File: src/rtl/uart_bus_responder.sv
// Memory-mapped 8N1 UART (TXD / RXD / CON word registers) on the CPU data bus, with a level interrupt output.
// Latency: reads are zero-wait combinational; TX line starts the cycle after a TXD write; irq trails the flags by 1 clk.
// Backpressure: none on the bus; a TXD write while tx_busy is dropped, a new RX byte overwrites an unread one (overrun).
// Optional even parity on both directions: define UART_PARITY_EN.
module uart_bus_responder #(
  parameter int unsigned CLK_FREQ  = 100_000_000,
  parameter int unsigned BAUD      = 9600,
  parameter logic [31:0] BASE_ADDR = 32'h4000_0018
) (
  input  logic        clk,
  input  logic        reset,
  input  logic        rd,
  input  logic        wr,
  input  logic [31:0] addr,
  input  logic [31:0] wdata,
  output logic [31:0] rdata,
  input  logic        UART_RX,
  output logic        UART_TX,
  output logic        irq
);
  localparam int unsigned   DIV      = CLK_FREQ / BAUD;
  localparam int unsigned   CW       = $clog2(DIV);
  localparam logic [CW-1:0] LAST     = CW'(DIV - 1);
  localparam logic [CW-1:0] HALF     = CW'(DIV / 2 - 1);
  localparam logic [31:0]   RXD_ADDR = BASE_ADDR + 32'd4;
  localparam logic [31:0]   CON_ADDR = BASE_ADDR + 32'd8;

  typedef enum logic [2:0] {S_IDLE, S_START, S_DATA, S_PAR, S_STOP} line_state_t;

  // Word decode; the byte-lane bits of the address take no part.
  logic hit_txd, hit_rxd, hit_con;
  logic rd_rxd, rd_con, wr_txd, wr_con;
  assign hit_txd = (addr[31:2] == BASE_ADDR[31:2]);
  assign hit_rxd = (addr[31:2] == RXD_ADDR[31:2]);
  assign hit_con = (addr[31:2] == CON_ADDR[31:2]);
  assign rd_rxd  = rd & hit_rxd;
  assign rd_con  = rd & hit_con;
  assign wr_txd  = wr & hit_txd;
  assign wr_con  = wr & hit_con;

  logic unused_bits;
  assign unused_bits = ^{addr[1:0], wdata[31:8]};

  logic       tx_ie, rx_ie, tx_done, tx_busy, rx_valid, frame_err, overrun, parity_err;
  logic [7:0] rxd;
  logic [7:0] con;
  assign con = {parity_err, overrun, frame_err, tx_busy, rx_valid, tx_done, rx_ie, tx_ie};

  // Combinational read mux; idle bus reads as zero.
  always_comb begin
    rdata = '0;
    if (rd_rxd)      rdata = {24'd0, rxd};
    else if (rd_con) rdata = {24'd0, con};
  end

  // Software-writable interrupt enables.
  always_ff @(posedge clk or negedge reset) begin
    if (!reset) begin
      tx_ie <= 1'b0;
      rx_ie <= 1'b0;
    end else if (wr_con) begin
      tx_ie <= wdata[0];
      rx_ie <= wdata[1];
    end
  end

  // ---------------- transmitter ----------------
  line_state_t   tx_state;
  logic [CW-1:0] tx_cnt;
  logic [2:0]    tx_bit;
  logic [7:0]    tx_shift;
`ifdef UART_PARITY_EN
  logic          tx_par;
`endif

  // TX FSM: each line state lasts DIV clocks; the line output is registered.
  always_ff @(posedge clk or negedge reset) begin
    if (!reset) begin
      tx_state <= S_IDLE;
      tx_cnt   <= '0;
      tx_bit   <= '0;
      tx_shift <= '0;
`ifdef UART_PARITY_EN
      tx_par   <= 1'b0;
`endif
      UART_TX  <= 1'b1;
      tx_busy  <= 1'b0;
      tx_done  <= 1'b0;
    end else begin
      if (rd_con) tx_done <= 1'b0;
      if (tx_state == S_IDLE) begin
        if (wr_txd) begin
          tx_shift <= wdata[7:0];
`ifdef UART_PARITY_EN
          tx_par   <= ^wdata[7:0];
`endif
          tx_cnt   <= '0;
          tx_busy  <= 1'b1;
          UART_TX  <= 1'b0;
          tx_state <= S_START;
        end
      end else if (tx_cnt != LAST) begin
        tx_cnt <= tx_cnt + 1'b1;
      end else begin
        tx_cnt <= '0;
        case (tx_state)
          S_START: begin
            UART_TX  <= tx_shift[0];
            tx_bit   <= '0;
            tx_state <= S_DATA;
          end
          S_DATA: begin
            if (tx_bit == 3'd7) begin
`ifdef UART_PARITY_EN
              UART_TX  <= tx_par;
              tx_state <= S_PAR;
`else
              UART_TX  <= 1'b1;
              tx_state <= S_STOP;
`endif
            end else begin
              UART_TX  <= tx_shift[1];
              tx_shift <= tx_shift >> 1;
              tx_bit   <= tx_bit + 1'b1;
            end
          end
          S_PAR: begin
            UART_TX  <= 1'b1;
            tx_state <= S_STOP;
          end
          S_STOP: begin
            // Done wins over a CON read clearing it in the same cycle.
            UART_TX  <= 1'b1;
            tx_busy  <= 1'b0;
            tx_done  <= 1'b1;
            tx_state <= S_IDLE;
          end
          default: tx_state <= S_IDLE;
        endcase
      end
    end
  end

  // ---------------- receiver ----------------
  logic rx_sync1, rx_sync2, rx_prev;

  // Two-flop synchronizer plus one history bit for falling-edge detection; idles high.
  always_ff @(posedge clk or negedge reset) begin
    if (!reset) begin
      rx_sync1 <= 1'b1;
      rx_sync2 <= 1'b1;
      rx_prev  <= 1'b1;
    end else begin
      rx_sync1 <= UART_RX;
      rx_sync2 <= rx_sync1;
      rx_prev  <= rx_sync2;
    end
  end

  line_state_t   rx_state;
  logic [CW-1:0] rx_cnt;
  logic [2:0]    rx_bit;
  logic [7:0]    rx_shift;
`ifdef UART_PARITY_EN
  logic          rx_par_bad;
`endif

  // RX FSM: half a bit to the start mid-point, then whole bits; commits or flags at the stop mid-point.
  always_ff @(posedge clk or negedge reset) begin
    if (!reset) begin
      rx_state   <= S_IDLE;
      rx_cnt     <= '0;
      rx_bit     <= '0;
      rx_shift   <= '0;
`ifdef UART_PARITY_EN
      rx_par_bad <= 1'b0;
`endif
      rxd        <= '0;
      rx_valid   <= 1'b0;
      overrun    <= 1'b0;
      frame_err  <= 1'b0;
      parity_err <= 1'b0;
    end else begin
      if (rd_rxd) begin
        rx_valid <= 1'b0;
        overrun  <= 1'b0;
      end
      if (rd_con) begin
        frame_err  <= 1'b0;
        parity_err <= 1'b0;
      end
      case (rx_state)
        S_IDLE: begin
          if (rx_prev && !rx_sync2) begin
            rx_cnt   <= '0;
            rx_state <= S_START;
          end
        end
        S_START: begin
          if (rx_cnt == HALF) begin
            rx_cnt   <= '0;
            rx_bit   <= '0;
            rx_state <= rx_sync2 ? S_IDLE : S_DATA;
          end else begin
            rx_cnt <= rx_cnt + 1'b1;
          end
        end
        S_DATA: begin
          if (rx_cnt == LAST) begin
            rx_cnt   <= '0;
            rx_shift <= {rx_sync2, rx_shift[7:1]};
            rx_bit   <= rx_bit + 1'b1;
`ifdef UART_PARITY_EN
            if (rx_bit == 3'd7) rx_state <= S_PAR;
`else
            if (rx_bit == 3'd7) rx_state <= S_STOP;
`endif
          end else begin
            rx_cnt <= rx_cnt + 1'b1;
          end
        end
`ifdef UART_PARITY_EN
        S_PAR: begin
          if (rx_cnt == LAST) begin
            rx_cnt     <= '0;
            rx_par_bad <= (^rx_shift) ^ rx_sync2;
            if ((^rx_shift) ^ rx_sync2) parity_err <= 1'b1;
            rx_state   <= S_STOP;
          end else begin
            rx_cnt <= rx_cnt + 1'b1;
          end
        end
`endif
        S_STOP: begin
          if (rx_cnt == LAST) begin
            rx_cnt   <= '0;
            rx_state <= S_IDLE;
            if (!rx_sync2) begin
              frame_err <= 1'b1;
`ifdef UART_PARITY_EN
            end else if (!rx_par_bad) begin
`else
            end else begin
`endif
              // A same-cycle RXD read consumes the old byte, so no overrun then.
              rxd      <= rx_shift;
              rx_valid <= 1'b1;
              overrun  <= rx_valid & ~rd_rxd;
            end
          end else begin
            rx_cnt <= rx_cnt + 1'b1;
          end
        end
        default: rx_state <= S_IDLE;
      endcase
    end
  end

  // Registered level interrupt.
  always_ff @(posedge clk or negedge reset) begin
    if (!reset) irq <= 1'b0;
    else        irq <= (tx_ie & tx_done) | (rx_ie & rx_valid);
  end
endmodule

File: config.mk
export PLATFORM = sky130hd
export DESIGN_NAME = uart_bus_responder
export DESIGN_NICKNAME = d
export VERILOG_FILES = /design/src/rtl/uart_bus_responder.sv
export SDC_FILE = /design/constraint.sdc
export NUM_CORES = 1
export LEC_CHECK = 0
export CORE_UTILIZATION = 45
export DETAILED_ROUTE_END_ITERATION = 8
export GPL_TIMING_DRIVEN = 0
export PLACE_DENSITY_LB_ADDON = 0.25
export SLEW_MARGIN = 20
export SYNTH_ARGS = -nofsm -noshare
export SYNTH_HDL_FRONTEND = slang
export SYNTH_SLANG_ARGS = --single-unit
File: constraint.sdc
create_clock -name clk -period 5.2 [get_ports clk]
set_input_delay 1.04 -clock clk [delete_from_list [all_inputs] [get_ports clk]]
set_output_delay 1.04 -clock clk [all_outputs]
set_load 0.01 [all_outputs]
# Yosys cells after proc, flatten, opt, wreduce, memory -nomap -nowiden
# Index checks and enable logic that the tools add are counted.
[word_totals]
reg_bits = 76
inputBits = 69
output_inout_bits = 34
wordCells = 139
[classes]
addsub = 4
n_eq_ne = 25
muxes = 56
n_bitwise = 11
reduce_logical = 22
[ops]
columns = ["op", "count"]
rows = [
  ["30-bit by 29-bit equality test with 1-bit output (second input constant)", 3],
  ["14-bit two-way mux", 6],
  ["14-bit one-hot mux with 3 select lines", 1],
  ["8-bit two-way mux", 5],
  ["3-bit two-way mux", 12],
  ["32-bit two-way mux", 1],
  ["14-bit by 1-bit adder with 14-bit output (second input constant)", 2],
  ["1-bit two-way mux", 24],
  ["2-bit != test (second input constant)", 9],
  ["3-bit AND reduction", 5],
  ["14-bit by 13-bit equality test with 1-bit output (second input constant)", 1],
  ["14-bit equality test (second input constant)", 1],
  ["14-bit != test (second input constant)", 1],
  ["3-bit equality test (second input constant)", 4],
  ["3-bit one-hot mux with 2 select lines", 2],
  ["3-bit one-hot mux with 4 select lines", 1],
  ["3-bit by 2-bit equality test with 1-bit output (second input constant)", 3],
  ["3-bit one-hot mux with 3 select lines", 1],
  ["4-bit AND reduction", 2],
  ["2-bit nonzero test", 4],
  ["1-bit AND", 7],
  ["7-bit two-way mux", 1],
  ["3-bit by 1-bit adder with 3-bit output (second input constant)", 2],
  ["3-bit by 1-bit equality test with 1-bit output (second input constant)", 2],
  ["other kinds (13)", 18],
]

# Logic depth before layout (Yosys ltp)
# Gate-level depths: netlist of the first run.
[depth]
ltp_word = 7
mapped_depth = 8
depth_no_buf = 7

# Least setup slack after synthesis of the first run
# No wires, ideal clock.
[synth_path]
kind = "input-to-output"
start = "in addr[7]"
end = "out rdata[0]"
arrival_ns = 2.216
required_time_ns = 4.160
path_slack_ns = 1.944
stages = 6
path_buffers = 1
cell_sequence = "nor4b_1 -> nand4_1 -> nor2_1 -> and3_1 -> clkbuf_1 -> a22o_1"
[synth_via]
elab_chain_len = 4
elab_cells_between_ends = 6
cone_classes = "2 x eq/ne; 2 x mux; 2 x bitwise"
[synth_rtl]
columns = ["item", "line_no", "text"]
rows = [
  ["start, declared", "14", "input logic [31:0] addr,"],
  ["30-bit by 29-bit equality test with 1-bit output", "35", "assign hit_con = (addr[31:2] == CON_ADDR[31:2]);"],
  ["1-bit AND", "37", "assign rd_con = rd & hit_con;"],
  ["7-bit two-way mux", "53", "else if (rd_con) rdata = {24'd0, con};"],
  ["32-bit two-way mux *", "52", "if (rd_rxd) rdata = {24'd0, rxd};"],
  ["end, declared", "16", "output logic [31:0] rdata,"],
]
# Mark *: on every way between the ends. The rest lies on a longest branch, timed or not.

# Worst setup path in the final report of the first run
[layout_path]
start = "in addr[7]"
end = "out rdata[4]"
# Same word-level chain as after synthesis.

==> qor.yml, run 1 <==
synthCells: 413
cpMostUsedCell: "clkdlybuf4s50_1"
internal_power_w: 0.000949
syn_area_um2: 4180
fin_crit_ps: 4460
overflow: 0
antenna_found_initial: 0
clk_pin_slew_worst_paths_ps: 80
synth_top_area_share_pct: 43.1
dp.cells: 597
design_area_um2: 5150
cts-root-buf: "clkbuf_8"
holdPathStages: 0
clock_sinks: 76
tns_ps: 0
hold_violations: 0
fin_cells: 613
maxSlewViolCount: 0
drv_cap: 0
io_pins: 103
rows: 34
wl_per_cell_um: 14.9
grt_pass1_vias: 3308
die_w_um: 98.4
critPathKind: "in -> out"
max_clock_freq_mhz: 224
r2r-end: "rx_cnt[12]"
area_delta_synth_final_pct: 23.2
synthTopCellsByArea: "dfrtp_1, mux2_2, buf_4"
cp_max_fo: 10
grt_pass1_wl_mm: 15.6
rr_worst_depth: 7
io_buffers: 52
drc: 0
cp_data_required_time_ps: 4160
clkLatencyLatePin_ps: 350
cts-resized-gates: 0
multi_input_area_um2: 2020
syn_area_per_cell_um2: 10.1
yosysSeqAreaShare_pct: 45.6
gp_congestion: 0.833
post-cts-setup-buffers: 0
hold_path.class: "reg -> reg"
ir_drop_uv: 126
placed_area_um2: 4950
numCtsBuffers: 9
p_per_area_nw_per_um2: 249
synth_common_cells: "dfrtp_1, buf_4, nand3_1, nor2_1"
track_usage_pct: 20.0
p_sw_w: 0.000332
final_core_util_pct: 58.2
yosysWarningCount: 0
synth.distinct_cells: 67
synth_top_cell_by_area: "dfrtp_1"
max_stage_delay_ps: 530
fin_crit_sh_pct: 85.7
seq_power_share_pct: 51.3
die-area_um2: 9680
setup_violations: 0
seqCellArea_um2: 1910
whs_ps: 354
cp_num_buf_inv: 3
ys_async_sr_fraction_pct: 100
drt-total-wl_mm: 9.13
crit_chain: "clkdlybuf4s50_1 > nor4b_1 > nand4_1 > nor2_1 > and3_1 > clkbuf_1 > a22o_1 > clkdlybuf4s50_1"
vias_per_cell: 5.53
r2r_start: "rx_cnt[0]"
grt_setup_unrepaired: "false"
placeableCoreArea_um2: 8850
worst_pin_slew_ps: 864
drive_gt1_share_pct: 19.2
cts_tree: "built"
yosysMostFrequentCell: "dfrtp_1"
synth_flop_cell: "dfrtp_1"
p_leak_nw: 2.32
num-fill-cells: 781
first_pass_iters: 6
n_antenna_cell: 0
maxSlewHeadroom_pct: 42.1
endpoint_kind: "output port"
slowest_stage: "clkdlybuf4s50_1"
final_nets: 575
cts_buffer_depth: 2
crit_family: "buffers and inverters"
grt_start_max_net_pins: 57
reg2reg_setup_slack_ps: 2590
cts_hold_buf: 0
ant_nets: 0
crit_path_start_kind: "input port"
combinationalPowerShare_pct: 13.1
initial_core_util_pct: 47.3
die_h_um: 98.4
min_from: "rx_sync1"
dr.first_iter.drc_count: 159
holdPathEnd: "rx_sync2"
swShare_pct: 25.9
via_count: 3389
synth-seq-cells: 76
cts.htree.levels: 3
outcome: "finished, final reports clean"
clockPowerShare_pct: 35.6
fin_skew_ps: 14.0
synth_edf_count: 0
crit_arrival_ps: 3420
dpl.hpwl_mm: 6.69
-- power groups by stage --
stage          clock network, W  registers, W  logic, W
2_1_floorplan                 0      0.000657  0.000102
3_3_place_gp                  0      0.000665  0.000158
3_5_place_dp                  0      0.000667  0.000167
4_1_cts                0.000470      0.000656  0.000168
5_1_grt                0.000491      0.000663  0.000191
6_report               0.000456      0.000657  0.000169
-- cell usage in the layout (no fill, tap or decap), types with 10 or more instances in the layout --
cell / n
a21oi_1: 15
a22o_1: 10
buf_4: 25
clkbuf_1: 15
clkbuf_8: 12
clkdlybuf4s50_1: 51
conb_1: 24
dfrtp_1: 72
inv_1: 15
mux2_2: 22
nand2_1: 22
nand3_1: 24
nand4_1: 11
nor2_1: 24
nor3_1: 13
o21ai_0: 20
-- logic make-up after synthesis --
kind of cell	Yosys count	synth area share [%]
AO/OA/AOI/OAI	77	13.1
XOR/XNOR	11	2.30
AND/OR/NAND/NOR	154	21.3
flip-flops	76	45.6
other	1	0.0897
adder cells (fa/ha/maj)	7	2.03
buffers and inverters	59	8.20
multiplexers	28	7.36
-- layout make-up --
| type | count | share of cell area, % |
|---|---|---|
| Buffer | 44 | 5.56 |
| Clock buffer | 11 | 2.74 |
| Clock inverter | 5 | 1.17 |
| Inverter | 15 | 1.09 |
| Multi-Input combinational cell | 301 | 39.2 |
| Sequential cell | 76 | 37.0 |
| Tap cell | 108 | 2.62 |
| Timing Repair Buffer | 53 | 10.6 |
-- flip-flops by register name (all words and copies together), names as in the netlist --
| register | count |
|---|---|
| rxd | 8 |
| tx_done | 1 |
| tx_bit | 3 |
| irq | 1 |
| UART_TX | 1 |
| rx_cnt | 14 |
| frame_err | 1 |
| tx_shift | 8 |
| overrun | 1 |
| rx_sync2 | 1 |
| rx_bit | 3 |
| rx_shift | 8 |
| tx_busy | 1 |
| rx_state | 3 |
| rx_valid | 1 |
| tx_ie | 1 |
| rx_ie | 1 |
| rx_prev | 1 |
| tx_state | 3 |
| tx_cnt | 14 |
| rx_sync1 | 1 |
-- stage by stage --
| step | power (W) | setup WS [ps] |
|---|---|---|
| 3_3_place_gp | 0.000823 | 463 |
| 4_1_cts | 0.00129 | 720 |
| 3_5_place_dp | 0.000834 | 727 |
| 6_report | 0.00128 | 744 |
| 2_1_floorplan | 0.000759 | 1940 |
| 5_1_grt | 0.00135 | 558 |
-- routing by layer --
| layer | vias to the layer above | global-route usage (%) | wire (um) |
|---|---|---|---|
| met4 | 0 | 6.77 | 117 |
| met3 | 10 | 4.54 | 287 |
| li1 | 1652 | - | - |
| met1 | 1663 | 26.4 | 4270 |
| met2 | 64 | 32.7 | 4450 |
| met5 | - | 0 | 0 |
-- worst max-delay path by stage --
| stage | cells past startpoint | to | startpoint | slack (ps) |
|---|---|---|---|---|
| after floorplan | 6 | rdata[0] | addr[7] | 1940 |
| after global placement | 1 | tx_cnt[13] | reset | 460 |
| after detailed placement | 8 | rdata[4] | addr[7] | 730 |
| after CTS | 8 | rdata[4] | addr[7] | 720 |
| after global routing | 8 | rdata[4] | addr[13] | 560 |
| final | 8 | rdata[4] | addr[7] | 740 |
(Power assumes the default switching activity.)
==> inputs of run 2 (changes only) <==
--- a/config.mk
+++ b/config.mk
@@ -6,10 +6,10 @@
 export NUM_CORES = 1
 export LEC_CHECK = 0
 export CORE_UTILIZATION = 45
+export CTS_BUF_LIST = sky130_fd_sc_hd__clkbuf_2
 export DETAILED_ROUTE_END_ITERATION = 8
 export GPL_TIMING_DRIVEN = 0
-export PLACE_DENSITY_LB_ADDON = 0.25
-export SLEW_MARGIN = 20
+export PLACE_DENSITY = 0.74
 export SYNTH_ARGS = -nofsm -noshare
 export SYNTH_HDL_FRONTEND = slang
 export SYNTH_SLANG_ARGS = --single-unit
==> qor.yml, run 2 (synthesis gave the netlist of run 1 again) <==
outcome: "finished, violations left"
violations: "design-rule violations"
placed_area_um2: 4950  # unchanged
via_count: 3368  # -0.62%
cts-root-buf: "clkbuf_2"
dp.cells: 597  # unchanged
vias_per_cell: 5.49  # -0.62%
hold_path.class: "in -> async"
pre_cts_slack_ps: 717  # -9.31 ps
crit_family: "buffers and inverters"
final_cell_mix: "dfrtp_1, clkdlybuf4s50_1, buf_4"
wl_per_cell_um: 15.3  # +2.8%
fin_crit_ps: 4500  # +40.4 ps
fin_skew_ps: 36.0  # +22.1 ps
die_h_um: 98.4  # unchanged
cp_data_required_time_ps: 4160  # about the same
crit_arrival_ps: 3460  # +40 ps
cts_buffer_depth: 2  # unchanged
drt-total-wl_mm: 9.39  # +2.8%
clk_pin_slew_worst_paths_ps: 250  # +170 ps
design_area_um2: 5050  # -1.9%
ant_nets: 0  # unchanged
fin_ws_ps: 703  # -40.4 ps
drc: 2  # +2
tns_ps: 0  # unchanged
cts-resized-gates: 0  # unchanged
clock_sinks: 76  # unchanged
cts.htree.levels: 3  # unchanged
track_usage_pct: 20.7  # +0.64 points
drv_cap: 0  # unchanged
dr.first_iter.drc_count: 144  # -9.4%
reg2reg_setup_slack_ps: 2570  # -20 ps
maxSlewHeadroom_pct: 44.8  # +2.7 points
area_delta_synth_final_pct: 20.8
dpl.hpwl_mm: 6.94  # +3.7%
layout_commonest_cell: "dfrtp_1"
final_nets: 575  # unchanged
cp.depth: 8  # unchanged
r2r_start: "rx_cnt[0]"
cp_max_fo: 10  # unchanged
grt_pass1_wl_mm: 16.0  # +2.8%
post-cts-setup-buffers: 0  # unchanged
largest_registers: "rx_cnt: 14 flops, tx_cnt: 14 flops"
hold_violations: 0  # unchanged
setup_violations: 0  # unchanged
grt_setup_unrepaired: "false"
initial_core_util_pct: 47.3  # unchanged
overflow: 0  # unchanged
grt_start_max_net_pins: 59  # +3.5%
critPathKind: "in -> out"
n_antenna_cell: 0  # unchanged
fin_cells: 613  # unchanged
cpMostUsedCell: "clkdlybuf4s50_1"
cp_num_buf_inv: 3  # unchanged
placeableCoreArea_um2: 8850  # unchanged
io_buffers: 52  # unchanged
slowest_stage: "clkdlybuf4s50_1"
worst_pin_slew_ps: 824  # -40.4 ps
p_leak_nw: 2.28  # -1.7%
die_w_um: 98.4  # unchanged
cts_tree: "built"
gp_congestion: 0.852  # +2.3%
antenna_found_initial: 0  # unchanged
numCtsBuffers: 9  # unchanged
die-area_um2: 9680  # unchanged
rr_worst_depth: 7  # unchanged
whs_ps: 320  # -34.2 ps
first_pass_iters: 8  # +2
max_stage_delay_ps: 540  # about the same
rows: 34  # unchanged
grt_pass1_vias: 3369  # +1.8%
clkLatencyLatePin_ps: 540  # +190 ps
ir_drop_uv: 107  # -15%
drive_gt1_share_pct: 19.4  # +0.20 points
fin_crit_sh_pct: 86.5  # +0.78 points
crit_chain: "clkdlybuf4s50_1 > nor4b_1 > nand4_1 > nor2_1 > and3_1 > clkbuf_1 > a22o_1 > clkdlybuf4s50_1"
crit_path_start_kind: "input port"
maxSlewViolCount: 0  # unchanged
p_per_area_nw_per_um2: 223  # -10%
endpoint_kind: "output port"
r2r-end: "rx_cnt[5]"
max_clock_freq_mhz: 222  # -0.90%
io_pins: 103  # unchanged
cts_hold_buf: 0  # unchanged
-- run 2: cell types whose count changed in the layout (fill, tap and decap cells not counted), sizes merged --
cell,previous run,this run
clkinvlp,1,2
bufinv,1,0
clkinv,2,1
inv,16,19
clkbuf,28,26
-- run 2: how the worst max path moves through the flow --
stage                  start        end  slack (ps)
finish               addr[7]   rdata[2]         700
global route        addr[11]   rdata[1]         530
CTS                  addr[7]   rdata[2]         720
detailed placement   addr[7]   rdata[2]         720
global placement       reset  tx_cnt[7]         460
floorplan            addr[7]   rdata[0]        1940
-- run 2: metal layers --
metal / up-vias / track usage (%) / part of all wire [%]
met5: - / 0 / 0
li1: 1644 / - / -
met4: 0 / 4.82 / 1.1
met2: 62 / 36.9 / 52
met3: 11 / 4.75 / 3.6
met1: 1651 / 25.5 / 43
-- run 2: through the flow --
stage	total power, W	util [%]
2_1_floorplan	0.000759	-
6_report	0.00113	57.1
4_1_cts	0.00114	57.1
3_3_place_gp	0.000822	55.7
3_5_place_dp	0.000832	55.9
5_1_grt	0.00119	57.1
-- run 2: area by class of cell --
class	instances	area, um^2
flip-flops and latches	76	1910
clock inverters	7	57.6
repair buffers	53	546
multi-input cells	301	2020
well taps	108	135
plain buffers	44	287
inverters	15	56.3
fillers	770	3800
clock buffers	9	45.0
-- run 2: report_power, final --
part | total (W) | leakage, nW | internal (W) | switching (W)
sequential | 0.000658 | 0.968 | 0.000621 | 0.0000369
clock | 0.000304 | 0.0612 | 0.0000706 | 0.000233
combinational | 0.000166 | 1.25 | 0.0000920 | 0.0000739
total | 0.00113 | 2.28 | 0.000784 | 0.000344
==> inputs of run 3 (changes only) <==
--- a/config.mk
+++ b/config.mk
@@ -5,11 +5,11 @@
 export SDC_FILE = /design/constraint.sdc
 export NUM_CORES = 1
 export LEC_CHECK = 0
-export CORE_UTILIZATION = 45
+export CORE_UTILIZATION = 53
 export CTS_BUF_LIST = sky130_fd_sc_hd__clkbuf_2
 export DETAILED_ROUTE_END_ITERATION = 8
 export GPL_TIMING_DRIVEN = 0
-export PLACE_DENSITY = 0.74
+export PLACE_DENSITY = 0.85
 export SYNTH_ARGS = -nofsm -noshare
 export SYNTH_HDL_FRONTEND = slang
 export SYNTH_SLANG_ARGS = --single-unit
==> qor.yml, run 3 (synthesis gave the netlist of run 1 again) <==
outcome: "finished, final reports clean"
rows: 32  # -5.9%
final_nets: 575  # unchanged
io_pins: 103  # unchanged
clk_pin_slew_worst_paths_ps: 180  # -70 ps
initial_core_util_pct: 54.4  # +7.1 points
wl_per_cell_um: 14.6  # -4.6%
gp_congestion: 0.847  # -0.58%
clock_sinks: 76  # unchanged
drc: 0  # -2
dr.first_iter.drc_count: 119  # -17%
fin_skew_ps: 21.5  # -14.6 ps
die_h_um: 90.8  # -7.7%
final_core_util_pct: 65.9  # +8.8 points
maxUsedRoutingLayer: "met4"
numCtsBuffers: 9  # unchanged
ant_nets: 0  # unchanged
clkLatencyLatePin_ps: 510  # -30 ps
worst_pin_slew_ps: 824  # +0.137 ps
crit_arrival_ps: 3480  # +20 ps
largest_registers: "rx_cnt: 14 flops, tx_cnt: 14 flops"
wl_met1_mm: 3.81  # -6.1%
hold_path.class: "reg -> reg"
total_power_w: 0.00118  # +4.4%
maxSlewHeadroom_pct: 44.7  # about the same
cts-resized-gates: 0  # unchanged
setup_violations: 0  # unchanged
grt_start_max_net_pins: 41  # -31%
cp_data_required_time_ps: 4160  # about the same
io_buffers: 52  # unchanged
cts_hold_buf: 0  # unchanged
route.met3.wl_um: 315  # -7.4%
num-fill-cells: 599  # -22%
layout_commonest_cell: "dfrtp_1"
placed_area_um2: 4930  # -0.30%
track_usage_pct: 22.8  # +2.2 points
tns_ps: 0  # unchanged
cts_buffer_depth: 2  # unchanged
critPathKind: "in -> out"
max_clock_freq_mhz: 221  # -0.47%
p_leak_nw: 2.30  # +0.65%
vias_per_cell: 5.59  # +1.8%
area_delta_synth_final_pct: 21.0
cts_tree: "built"
grt_pass1_vias: 3355  # -0.42%
antenna_found_initial: 0  # unchanged
final_cell_mix: "dfrtp_1, clkdlybuf4s50_1, buf_4"
dp.cells: 591  # -1.0%
crit_path_start_kind: "input port"
fin_crit_sh_pct: 86.9  # +0.41 points
fin_crit_ps: 4520  # +21.4 ps
cts.htree.levels: 3  # unchanged
overflow: 0  # unchanged
via_count: 3388  # +0.59%
endpoint_kind: "output port"
n_antenna_cell: 0  # unchanged
maxSlewViolCount: 0  # unchanged
drv_cap: 0  # unchanged
first_pass_iters: 4  # -4
met2_length_mm: 4.55  # -6.7%
grt_pass1_wl_mm: 15.0  # -6.1%
cts-root-buf: "clkbuf_2"
post-cts-setup-buffers: 0  # unchanged
fin_cells: 606  # -1.1%
grt_setup_unrepaired: "false"
placeableCoreArea_um2: 7690  # -13%
dpl.hpwl_mm: 6.50  # -6.2%
design_area_um2: 5060  # +0.20%
die_w_um: 90.8  # -7.7%
drt-total-wl_mm: 8.85  # -5.7%
drive_gt1_share_pct: 19.0  # -0.36 points
die-area_um2: 8250  # -15%
ir_drop_uv: 123  # +14%
p_per_area_nw_per_um2: 233  # +4.2%
hold_violations: 0  # unchanged
cp_max_fo: 10  # unchanged
run 3: changes by cell type in the layout (fill, tap and decap cells not counted), sizes merged:
cell / previous run / this run
inv: 19 / 15
bufinv: 0 / 2
clkinv: 1 / 3
clkinvlp: 2 / 0
clkbuf: 26 / 27
run 3: path summary, 6_finish.rpt:
kind	from	endpoint	slack, ps	cells after the start
max	addr[6]	rdata[2]	680	8
min	rx_sync1	rx_sync2	370	0
max in group asynchronous	reset	rxd[4]	4180	2
min reg2reg	rx_sync1	rx_sync2	370	0
max reg2reg	rx_cnt[0]	rx_cnt[12]	2630	7
min in group asynchronous	reset	rx_cnt[0]	460	1
run 3: per-stage QoR:
| step | hold WS, ps | setup slack [ps] |
|---|---|---|
| final | 371 | 682 |
| after global routing | 382 | 426 |
| after CTS | 371 | 672 |
| after detailed placement | 348 | 668 |
| after global placement | 348 | 543 |
| after floorplan | 345 | 1940 |
run 3: metal layers:
layer | global-route usage [%] | up-vias
li1 | - | 1647
met1 | 29.1 | 1651
met2 | 37.9 | 76
met3 | 3.54 | 14
met4 | 11.5 | 0
met5 | 0 | -
run 3: layout make-up:
class	count	area [um^2]	share of cell area [%]
buffer	44	287	5.66
multi-input combinational	301	2020	39.9
inverter	15	56.3	1.11
timing repair buffer	53	538	10.6
clock buffer	10	50.0	0.989
sequential	76	1910	37.7
clock inverter	5	77.6	1.53
tap	102	128	2.52
run 3: critical path, stage by stage:
cell and delay (ps):
clkdlybuf4s50_1 420, nor4b_1 340, nand4_1 210, nor2_1 170, and3_1 170, clkbuf_1 360
a22o_1 220, clkdlybuf4s50_1 540
run 3: power breakdown:
part           total [W]  switching (W)  leakage (nW)  internal (W)
clock           0.000356       0.000198        0.0794      0.000157
combinational   0.000164      0.0000724          1.25     0.0000913
sequential      0.000658      0.0000373         0.968      0.000621
total            0.00118       0.000308          2.30      0.000870
